[config.mk]
export PLATFORM = sky130hd
export DESIGN_NAME = cache_ctrl_param_flat
export DESIGN_NICKNAME = d
export VERILOG_FILES = /design/src/rtl/cache_ctrl_param_if.sv /design/src/rtl/cache_ctrl_param.sv /design/src/flat_wrapper.sv
export SDC_FILE = /design/constraint.sdc
export NUM_CORES = 1
export LEC_CHECK = 0
export CORE_AREA = 2 2 167 169
export CTS_CLUSTER_DIAMETER = 120
export DETAILED_ROUTE_END_ITERATION = 8
export DIE_AREA = 0 0 169 171
export PLACE_DENSITY = 0.66
export SYNTH_ARGS = -nofsm -noshare
export SYNTH_HDL_FRONTEND = slang
export SYNTH_SLANG_ARGS = --single-unit
[constraint.sdc]
create_clock -name clk -period 1.8 [get_ports clk]
set_input_delay 0.36 -clock clk [delete_from_list [all_inputs] [get_ports clk]]
set_output_delay 0.36 -clock clk [all_outputs]
set_load 0.005 [all_outputs]
[src/rtl/cache_ctrl_param_if.sv]
// Bundles the MEM-stage, SRAM and cache-array signals of cache_ctrl_param.
// The master modport is the controller; slave is everything around it.
interface cache_ctrl_param_if #(
  parameter int DATA_W     = 32,
  parameter int ADDR_W     = 32,
  parameter int LINE_WORDS = 2,
  parameter int CNT_W      = 16
);
  logic [ADDR_W-1:0]            addr;
  logic [DATA_W-1:0]            wdata;
  logic                         mem_r_en;
  logic                         mem_w_en;
  logic [DATA_W-1:0]            rdata;
  logic                         ready;
  logic [ADDR_W-1:0]            sram_addr;
  logic [DATA_W-1:0]            sram_wdata;
  logic                         sram_req;
  logic                         sram_we;
  logic [DATA_W*LINE_WORDS-1:0] sram_rdata;
  logic                         sram_ready;
  logic [ADDR_W-1:0]            cache_addr;
  logic                         cache_r_en;
  logic                         cache_hit;
  logic [DATA_W-1:0]            cache_rdata;
  logic                         cache_w_en;
  logic [DATA_W*LINE_WORDS-1:0] cache_fill;
  logic                         cache_upd_en;
  logic [DATA_W-1:0]            cache_wdata;
  logic                         cache_invalidate;
  logic [CNT_W-1:0]             hit_cnt;
  logic [CNT_W-1:0]             miss_cnt;

  modport master (
    input  addr, wdata, mem_r_en, mem_w_en, sram_rdata, sram_ready, cache_hit, cache_rdata,
    output rdata, ready, sram_addr, sram_wdata, sram_req, sram_we, cache_addr, cache_r_en,
           cache_w_en, cache_fill, cache_upd_en, cache_wdata, cache_invalidate, hit_cnt, miss_cnt
  );

  modport slave (
    output addr, wdata, mem_r_en, mem_w_en, sram_rdata, sram_ready, cache_hit, cache_rdata,
    input  rdata, ready, sram_addr, sram_wdata, sram_req, sram_we, cache_addr, cache_r_en,
           cache_w_en, cache_fill, cache_upd_en, cache_wdata, cache_invalidate, hit_cnt, miss_cnt
  );
endinterface

[src/rtl/cache_ctrl_param.sv]
// Write-through, read-allocate cache controller between the MEM stage and the SRAM controller.
// Interface parameters must match the DATA_W/ADDR_W/LINE_WORDS/CNT_W given here.
//
// state    | meaning
// ---------+-----------------------------------------------------------
// S_IDLE   | waiting for a request; captures addr/wdata/op
// S_LOOKUP | one-cycle cache lookup, statistics update, write-hit strobe
// S_FILL   | line read from SRAM until sram_ready, then fill + rdata
// S_WRITE  | write-through to SRAM until sram_ready
// S_DONE   | ready for one cycle
module cache_ctrl_param #(
  parameter int DATA_W       = 32,
  parameter int ADDR_W       = 32,
  parameter int LINE_WORDS   = 2,
  parameter int WRITE_POLICY = 0,
  parameter int CNT_W        = 16
) (
  input logic                 clk,
  input logic                 rst,
  cache_ctrl_param_if.master  bus
);
  localparam int BYTE_B = $clog2(DATA_W / 8);
  localparam int OFF_B  = $clog2(LINE_WORDS);
  localparam int LOW_B  = BYTE_B + OFF_B;
  localparam int IDX_W  = (OFF_B > 0) ? OFF_B : 1;
  localparam logic [ADDR_W-1:0] OFF_MASK = ADDR_W'((64'd1 << LOW_B) - 64'd1);
  localparam logic [CNT_W-1:0]  CNT_MAX  = '1;

  typedef enum logic [2:0] {S_IDLE, S_LOOKUP, S_FILL, S_WRITE, S_DONE} state_t;

  state_t             state;
  state_t             state_nx;
  logic [ADDR_W-1:0]  addr_q;
  logic [DATA_W-1:0]  wdata_q;
  logic               write_q;
  logic [DATA_W-1:0]  rdata_q;
  logic [CNT_W-1:0]   hit_q;
  logic [CNT_W-1:0]   miss_q;
  logic [IDX_W-1:0]   word_idx;
  logic [DATA_W-1:0]  fill_word;
  logic               req;
  logic               ready_c;
  logic               cache_r_en_c;
  logic               cache_w_en_c;
  logic               cache_upd_en_c;
  logic               cache_inv_c;
  logic               sram_req_c;
  logic               sram_we_c;
  logic [ADDR_W-1:0]  sram_addr_c;

  generate
    if (OFF_B > 0) begin : g_idx
      assign word_idx = addr_q[BYTE_B +: OFF_B];
    end else begin : g_no_idx
      assign word_idx = '0;
    end
  endgenerate

  assign fill_word = bus.sram_rdata[int'(word_idx) * DATA_W +: DATA_W];
  assign req       = bus.mem_r_en | bus.mem_w_en;

  always_ff @(posedge clk) begin
    if (!rst) begin
      state   <= S_IDLE;
      addr_q  <= '0;
      wdata_q <= '0;
      write_q <= 1'b0;
      rdata_q <= '0;
      hit_q   <= '0;
      miss_q  <= '0;
    end else begin
      state <= state_nx;
      if (state == S_IDLE && req) begin
        addr_q  <= bus.addr;
        wdata_q <= bus.wdata;
        write_q <= ~bus.mem_r_en;  // a read wins when both enables are set
      end
      if (state == S_LOOKUP) begin
        if (bus.cache_hit) begin
          if (!write_q) rdata_q <= bus.cache_rdata;
          if (hit_q != CNT_MAX) hit_q <= hit_q + CNT_W'(1);
        end else if (miss_q != CNT_MAX) begin
          miss_q <= miss_q + CNT_W'(1);
        end
      end
      if (state == S_FILL && bus.sram_ready) rdata_q <= fill_word;
    end
  end

  always_comb begin
    state_nx       = state;
    ready_c        = 1'b0;
    cache_r_en_c   = 1'b0;
    cache_w_en_c   = 1'b0;
    cache_upd_en_c = 1'b0;
    cache_inv_c    = 1'b0;
    sram_req_c     = 1'b0;
    sram_we_c      = 1'b0;
    sram_addr_c    = addr_q;
    case (state)
      S_IDLE: begin
        ready_c = ~req;
        if (req) state_nx = S_LOOKUP;
      end
      S_LOOKUP: begin
        cache_r_en_c = 1'b1;
        if (write_q) begin
          state_nx = S_WRITE;
          if (bus.cache_hit) begin
            if (WRITE_POLICY == 1) cache_upd_en_c = 1'b1;
            else                   cache_inv_c    = 1'b1;
          end
        end else begin
          state_nx = bus.cache_hit ? S_DONE : S_FILL;
        end
      end
      S_FILL: begin
        sram_req_c  = 1'b1;
        sram_addr_c = addr_q & ~OFF_MASK;
        if (bus.sram_ready) begin
          cache_w_en_c = 1'b1;
          state_nx     = S_DONE;
        end
      end
      S_WRITE: begin
        sram_req_c = 1'b1;
        sram_we_c  = 1'b1;
        if (bus.sram_ready) state_nx = S_DONE;
      end
      S_DONE: begin
        ready_c  = 1'b1;
        state_nx = S_IDLE;
      end
      default: state_nx = S_IDLE;
    endcase
  end

  // ready is held low for as long as reset is applied
  assign bus.ready            = rst & ready_c;
  assign bus.rdata            = rdata_q;
  assign bus.hit_cnt          = hit_q;
  assign bus.miss_cnt         = miss_q;
  assign bus.sram_req         = sram_req_c;
  assign bus.sram_we          = sram_we_c;
  assign bus.sram_addr        = sram_addr_c;
  assign bus.sram_wdata       = wdata_q;
  assign bus.cache_addr       = addr_q;
  assign bus.cache_r_en       = cache_r_en_c;
  assign bus.cache_w_en       = cache_w_en_c;
  assign bus.cache_fill       = bus.sram_rdata;
  assign bus.cache_upd_en     = cache_upd_en_c;
  assign bus.cache_wdata      = wdata_q;
  assign bus.cache_invalidate = cache_inv_c;
endmodule

[src/flat_wrapper.sv]
// flat-port wrapper written by rule: the top's interface ports become plain ports
module cache_ctrl_param_flat 
#(
  parameter int DATA_W       = 32,
  parameter int ADDR_W       = 32,
  parameter int LINE_WORDS   = 2,
  parameter int WRITE_POLICY = 0,
  parameter int CNT_W        = 16
)
  (clk, rst, bus_addr, bus_wdata, bus_mem_r_en, bus_mem_w_en, bus_sram_rdata, bus_sram_ready, bus_cache_hit, bus_cache_rdata, bus_rdata, bus_ready, bus_sram_addr, bus_sram_wdata, bus_sram_req, bus_sram_we, bus_cache_addr, bus_cache_r_en, bus_cache_w_en, bus_cache_fill, bus_cache_upd_en, bus_cache_wdata, bus_cache_invalidate, bus_hit_cnt, bus_miss_cnt);
  cache_ctrl_param_if #(.DATA_W(DATA_W), .ADDR_W(ADDR_W), .LINE_WORDS(LINE_WORDS), .CNT_W(CNT_W)) bus_i ();
  input logic clk;
  input logic rst;
  input wire logic [$bits(bus_i.addr)-1:0] bus_addr;
  input wire logic [$bits(bus_i.wdata)-1:0] bus_wdata;
  input wire logic [$bits(bus_i.mem_r_en)-1:0] bus_mem_r_en;
  input wire logic [$bits(bus_i.mem_w_en)-1:0] bus_mem_w_en;
  input wire logic [$bits(bus_i.sram_rdata)-1:0] bus_sram_rdata;
  input wire logic [$bits(bus_i.sram_ready)-1:0] bus_sram_ready;
  input wire logic [$bits(bus_i.cache_hit)-1:0] bus_cache_hit;
  input wire logic [$bits(bus_i.cache_rdata)-1:0] bus_cache_rdata;
  output wire logic [$bits(bus_i.rdata)-1:0] bus_rdata;
  output wire logic [$bits(bus_i.ready)-1:0] bus_ready;
  output wire logic [$bits(bus_i.sram_addr)-1:0] bus_sram_addr;
  output wire logic [$bits(bus_i.sram_wdata)-1:0] bus_sram_wdata;
  output wire logic [$bits(bus_i.sram_req)-1:0] bus_sram_req;
  output wire logic [$bits(bus_i.sram_we)-1:0] bus_sram_we;
  output wire logic [$bits(bus_i.cache_addr)-1:0] bus_cache_addr;
  output wire logic [$bits(bus_i.cache_r_en)-1:0] bus_cache_r_en;
  output wire logic [$bits(bus_i.cache_w_en)-1:0] bus_cache_w_en;
  output wire logic [$bits(bus_i.cache_fill)-1:0] bus_cache_fill;
  output wire logic [$bits(bus_i.cache_upd_en)-1:0] bus_cache_upd_en;
  output wire logic [$bits(bus_i.cache_wdata)-1:0] bus_cache_wdata;
  output wire logic [$bits(bus_i.cache_invalidate)-1:0] bus_cache_invalidate;
  output wire logic [$bits(bus_i.hit_cnt)-1:0] bus_hit_cnt;
  output wire logic [$bits(bus_i.miss_cnt)-1:0] bus_miss_cnt;
  assign bus_i.addr = bus_addr;
  assign bus_i.wdata = bus_wdata;
  assign bus_i.mem_r_en = bus_mem_r_en;
  assign bus_i.mem_w_en = bus_mem_w_en;
  assign bus_i.sram_rdata = bus_sram_rdata;
  assign bus_i.sram_ready = bus_sram_ready;
  assign bus_i.cache_hit = bus_cache_hit;
  assign bus_i.cache_rdata = bus_cache_rdata;
  assign bus_rdata = bus_i.rdata;
  assign bus_ready = bus_i.ready;
  assign bus_sram_addr = bus_i.sram_addr;
  assign bus_sram_wdata = bus_i.sram_wdata;
  assign bus_sram_req = bus_i.sram_req;
  assign bus_sram_we = bus_i.sram_we;
  assign bus_cache_addr = bus_i.cache_addr;
  assign bus_cache_r_en = bus_i.cache_r_en;
  assign bus_cache_w_en = bus_i.cache_w_en;
  assign bus_cache_fill = bus_i.cache_fill;
  assign bus_cache_upd_en = bus_i.cache_upd_en;
  assign bus_cache_wdata = bus_i.cache_wdata;
  assign bus_cache_invalidate = bus_i.cache_invalidate;
  assign bus_hit_cnt = bus_i.hit_cnt;
  assign bus_miss_cnt = bus_i.miss_cnt;
  cache_ctrl_param #(.DATA_W(DATA_W), .ADDR_W(ADDR_W), .LINE_WORDS(LINE_WORDS), .WRITE_POLICY(WRITE_POLICY), .CNT_W(CNT_W)) u_core (.clk(clk), .rst(rst), .bus(bus_i));
endmodule
==> impl_results.html, run 1 <==
<table>
<tr><th>Metric</th><th>Value</th></tr>
<tr><th colspan="2">Floorplanning</th></tr>
<tr><td>Initial core utilization</td><td>24.82%</td></tr>
<tr><td>Core region area</td><td>27320 um2</td></tr>
<tr><td>Total die area</td><td>28900 um2</td></tr>
<tr><td>Die width</td><td>169 um</td></tr>
<tr><td>Number of primary I/O pins</td><td>429</td></tr>
<tr><td>Die height</td><td>171 um</td></tr>
<tr><td># rows</td><td>61</td></tr>
<tr><th colspan="2">Timing</th></tr>
<tr><td>Period minus WS final</td><td>1804 ps</td></tr>
<tr><td>Count of endpoints failing setup in the final report</td><td>1</td></tr>
<tr><td>Pin slew with the least headroom to its limit</td><td>680.9 ps</td></tr>
<tr><td>Setup total negative slack</td><td>-3.732 ps</td></tr>
<tr><td>Slew Viols, Final</td><td>0</td></tr>
<tr><td>Minimum hold slack</td><td>450.1 ps</td></tr>
<tr><td>Unrepaired setup endpoints after global routing</td><td>yes</td></tr>
<tr><td>Post-layout worst setup margin</td><td>-3.732 ps</td></tr>
<tr><td>Post-route clock period utilization</td><td>100.2%</td></tr>
<tr><td>Slew margin rel.</td><td>54.60%</td></tr>
<tr><td>Final setup skew</td><td>7.490 ps</td></tr>
<tr><td>Timing-limited maximum frequency</td><td>0.5544 GHz</td></tr>
<tr><td>Final-report hold violation count</td><td>0</td></tr>
<tr><th colspan="2">Logic synthesis</th></tr>
<tr><td>Most common flop cell mapped by yosys</td><td>sky130_fd_sc_hd__dfxtp_1</td></tr>
<tr><td>Post-Synthesis Net Count</td><td>1026</td></tr>
<tr><td>Count leader, synth</td><td>sky130_fd_sc_hd__nand2_1</td></tr>
<tr><td>Fraction of synthesized cell area taken by the top area cell type</td><td>38.96%</td></tr>
<tr><td>Synth async-reset ratio</td><td>0%</td></tr>
<tr><td>Number of cells produced by synthesis</td><td>858</td></tr>
<tr><td>Count of flip-flops with a built-in enable after synthesis</td><td>0</td></tr>
<tr><td>Synth unique cells</td><td>49</td></tr>
<tr><td>Most frequent cells after synthesis</td><td>211 x sky130_fd_sc_hd__nand2_1, 132 x sky130_fd_sc_hd__dfxtp_1, 127 x sky130_fd_sc_hd__buf_4</td></tr>
<tr><td>Cell accounting for the most synthesized area</td><td>sky130_fd_sc_hd__dfxtp_1</td></tr>
<tr><td>Total standard cell area after synthesis</td><td>6783 um2</td></tr>
<tr><td>Synth Warn #</td><td>0</td></tr>
<tr><td>Average size of a mapped cell</td><td>7.905 um2</td></tr>
<tr><td>Sequential fraction of the synthesis area</td><td>38.96%</td></tr>
<tr><td>Register bit total from synthesis</td><td>132</td></tr>
<tr><td>Synth top area cells</td><td>sky130_fd_sc_hd__dfxtp_1 39%, sky130_fd_sc_hd__buf_4 14%, sky130_fd_sc_hd__nand2_1 12%</td></tr>
<tr><th colspan="2">Setup path</th></tr>
<tr><td>Critical path buffer and inverter count</td><td>2</td></tr>
<tr><td>Arrival time at the worst endpoint</td><td>1440 ps</td></tr>
<tr><td>Crit path max-delay family</td><td>buffers and inverters</td></tr>
<tr><td>CP max-delay cell</td><td>sky130_fd_sc_hd__clkdlybuf4s50_1</td></tr>
<tr><td>Nature of the critical path endpoint</td><td>primary output</td></tr>
<tr><td>Reg-to-reg slack, setup</td><td>30 ps</td></tr>
<tr><td>Most frequent cell on the critical path</td><td>sky130_fd_sc_hd__clkdlybuf4s50_1</td></tr>
<tr><td>Largest stage delay on the critical path</td><td>550 ps</td></tr>
<tr><td>Origin of the critical flop-to-flop path</td><td>u_core.state[1]$_SDFFE_PN0P_</td></tr>
<tr><td>Critical path class</td><td>in -&gt; out</td></tr>
<tr><td>Required time of the worst setup path</td><td>1440 ps</td></tr>
<tr><td>CP max FO</td><td>2</td></tr>
<tr><td>Critical path launch point type</td><td>primary input</td></tr>
<tr><td>Cell breakdown of the critical path</td><td>clkdlybuf4s50_1 -&gt; clkdlybuf4s50_1</td></tr>
<tr><td>Cell depth of the worst flop-to-flop path</td><td>5</td></tr>
<tr><td>Reg-to-Reg End</td><td>u_core.bus.miss_cnt[0]$_SDFFE_PN0P_</td></tr>
<tr><th colspan="2">Clocking</th></tr>
<tr><td>CTS clk-pin slew, worst paths</td><td>60 ps</td></tr>
<tr><td>Clock latency on the worst-skew pair</td><td>410 ps</td></tr>
<tr><td>Num Clock Sinks</td><td>132</td></tr>
<tr><td>Master cell of the clock root buffer</td><td>sky130_fd_sc_hd__clkbuf_16</td></tr>
<tr><td>Hold buffer count at cts</td><td>0</td></tr>
<tr><td>CTS tree</td><td>built</td></tr>
<tr><td>Maximum clock insertion buffer count</td><td>2</td></tr>
<tr><td>Number of clock buffers inserted by TritonCTS</td><td>17</td></tr>
<tr><td>Total number of H-tree levels</td><td>4</td></tr>
<tr><th colspan="2">Detailed routing</th></tr>
<tr><td>Number of DRC violations after detailed-routing iteration 0</td><td>360</td></tr>
<tr><td>First-pass iteration count of the detailed router</td><td>7</td></tr>
<tr><td>Count of nets left with antenna violations after detail routing</td><td>0</td></tr>
<tr><td>Vias</td><td>7176</td></tr>
<tr><td>Routed wire per std cell</td><td>16.82 um</td></tr>
<tr><td>Post-route DRC violation count</td><td>0</td></tr>
<tr><td>Vias per std cell</td><td>4.579</td></tr>
<tr><td>Overall routed net length</td><td>26.36 mm</td></tr>
<tr><th colspan="2">Final layout</th></tr>
<tr><td>Final std cells w/o fill</td><td>1567</td></tr>
<tr><td>Final Net Count</td><td>1376</td></tr>
<tr><td>Area growth syn-to-layout</td><td>75.15%</td></tr>
<tr><td>N_diodes</td><td>0</td></tr>
<tr><td>Fraction of final layout cells with drive strength greater than 1</td><td>13.27%</td></tr>
<tr><th colspan="2">Placed design</th></tr>
<tr><td>Placed insts</td><td>1531</td></tr>
<tr><td>Weighted congestion reported at the end of routability-driven placement</td><td>0.8442</td></tr>
<tr><td>Total of buffers placed on input and output ports</td><td>427</td></tr>
<tr><td>HPWL Detailed</td><td>20.02 mm</td></tr>
<tr><th colspan="2">Flow run</th></tr>
<tr><td>Max-cap violations</td><td>0</td></tr>
<tr><th colspan="2">Global routing</th></tr>
<tr><td>Total gr overflow</td><td>0</td></tr>
<tr><td>Via count of the first global-routing pass</td><td>6747</td></tr>
<tr><td>Number of antenna violations at the first check in global routing</td><td>0</td></tr>
<tr><td>First-pass GRT wire length</td><td>38.08 mm</td></tr>
<tr><td>GRT Resource Usage Total</td><td>16.81%</td></tr>
<tr><td>Maximum number of pins on one net before global-route repair</td><td>66</td></tr>
<tr><th colspan="2">Power</th></tr>
<tr><td>P_leak</td><td>0.004397 uW</td></tr>
<tr><td>Worst supply voltage drop on vdd</td><td>479.4 uV</td></tr>
<tr><td>P per Cell Area</td><td>824.9 nW/um2</td></tr>
<tr><th colspan="2">Worst hold path</th></tr>
<tr><td>Type of the most critical hold path</td><td>reg -&gt; reg</td></tr>
<tr><td>Number of stages on the worst hold path</td><td>2</td></tr>
<tr><td>WHS Endpoint</td><td>u_core.bus.rdata[1]$_SDFFE_PN0P_</td></tr>
<tr><td>Min-delay src</td><td>u_core.bus.rdata[1]$_SDFFE_PN0P_</td></tr>
<tr><th colspan="2">Outcome</th></tr>
<tr><td>Failing checks</td><td>negative setup slack</td></tr>
<tr><td>Status</td><td>complete, but fails checks</td></tr>
</table>
==> worst max path at each step <==
stage	start	to	slack [ps]	cells after the start
after floorplan	u_core.state[2]$_SDFFE_PN0P_	u_core.bus.miss_cnt[3]$_SDFFE_PN0P_	90	4
after global placement	bus_cache_hit	u_core.bus.hit_cnt[15]$_SDFFE_PN0P_	-380	5
final	bus_sram_rdata[35]	bus_cache_fill[35]	-4	2
after detailed placement	bus_cache_hit	u_core.bus.hit_cnt[15]$_SDFFE_PN0P_	-400	5
after CTS	bus_cache_hit	u_core.bus.miss_cnt[7]$_SDFFE_PN0P_	2	7
after global routing	u_core.state[1]$_SDFFE_PN0P_	u_core.bus.miss_cnt[10]$_SDFFE_PN0P_	-20	6
==> timing repair <==
action | 4_1_cts | 5_1_grt
cloned | 0 | 1
resized for setup | 50 | 34
pin swaps | 3 | 5
buffers inserted | 0 | 3
hold endpoints to repair | 0 | 0
setup endpoints to repair | 26 | 79
==> per-stage QoR <==
step | power (uW) | instance area [um2] | utilization [%] | setup slack (ps)
final | 9800 | 11880 | 43.48 | -3.732
after global routing | 10280 | 11880 | 43.48 | -15.45
after CTS | 9914 | 11770 | 43.07 | 2.349
after detailed placement | 5891 | 11060 | 40.49 | -403.4
after global placement | 5860 | 11060 | 40.49 | -385.0
after floorplan | 4369 | 6789 | - | 90.35
==> flip-flops by register name, summed over array words and instances (netlist names) <==
register,flops
u_core.bus.cache_addr,32
u_core.bus.cache_wdata,32
u_core.bus.hit_cnt,16
u_core.bus.miss_cnt,16
u_core.bus.rdata,32
u_core.state,3
u_core.write_q,1
==> final cells by class <==
type	count	area [um2]
Clock buffer	18	429.2
Tap cell	346	432.9
Inverter	8	32.53
Multi-Input combinational cell	542	3049
Fill cell	2690	15440
Timing Repair Buffer	507	5030
Clock inverter	14	224.0
Sequential cell	132	2683
==> placed cells by master, fill, tap and decap left out, types with 3 or more instances in the layout <==
cell type and count:
sky130_fd_sc_hd__nor2_1 11, sky130_fd_sc_hd__nand3_1 14, sky130_fd_sc_hd__buf_6 3, sky130_fd_sc_hd__clkbuf_16 18
sky130_fd_sc_hd__or4_1 11, sky130_fd_sc_hd__o21ai_0 11, sky130_fd_sc_hd__or3_1 7, sky130_fd_sc_hd__buf_12 11
sky130_fd_sc_hd__buf_2 4, sky130_fd_sc_hd__nand2_1 211, sky130_fd_sc_hd__nor4_1 7, sky130_fd_sc_hd__o31ai_1 9
sky130_fd_sc_hd__nor2b_1 3, sky130_fd_sc_hd__dfxtp_1 108, sky130_fd_sc_hd__nand2b_1 3, sky130_fd_sc_hd__dlymetal6s2s_1 7
sky130_fd_sc_hd__a21oi_1 120, sky130_fd_sc_hd__and4_1 3, sky130_fd_sc_hd__bufinv_16 5, sky130_fd_sc_hd__o211ai_1 32
sky130_fd_sc_hd__and3_1 3, sky130_fd_sc_hd__nand4_1 8, sky130_fd_sc_hd__buf_4 65, sky130_fd_sc_hd__inv_6 4
sky130_fd_sc_hd__nor3_1 12, sky130_fd_sc_hd__dlygate4sd2_1 4, sky130_fd_sc_hd__dfxtp_4 4, sky130_fd_sc_hd__clkdlybuf4s50_1 408
sky130_fd_sc_hd__inv_1 7, sky130_fd_sc_hd__mux2i_1 36, sky130_fd_sc_hd__dfxtp_2 20
==> power breakdown <==
group	internal, uW	total (uW)	switching [uW]
sequential	3140	3350	209
combinational	1550	2510	961
clock	2490	3940	1450
total	7180	9800	2620
==> logic make-up (layout without fill, tap and decap cells) <==
| logic type | after synthesis | count (layout) | synth area share (%) |
|---|---|---|---|
| buffers and inverters | 184 | 547 | 17.65 |
| muxes | 36 | 36 | 5.313 |
| AOI/OAI and AO/OA | 188 | 188 | 16.03 |
| DFF | 132 | 132 | 38.96 |
| xor gates and xnor gates | 1 | 1 | 0.1292 |
| adders and majority gates | 2 | 2 | 0.3689 |
| and+or+nand+nor | 314 | 314 | 21.49 |
| other | 1 | 1 | 0.05529 |
==> per-layer routing <==
layer  track usage, %  routed length, um
met1            20.85              11320
met2            29.97              13380
met3            3.215               1407
met4            4.199                248
met5                0                  0
Note: power is estimated with default switching activity, not from simulation.
==> inputs of run 2 (changes only) <==
- CTS_CLUSTER_DIAMETER: 120 -> default
==> results of run 2 <==
No change in the layout: final DEF, timing and power equal those of run 1.
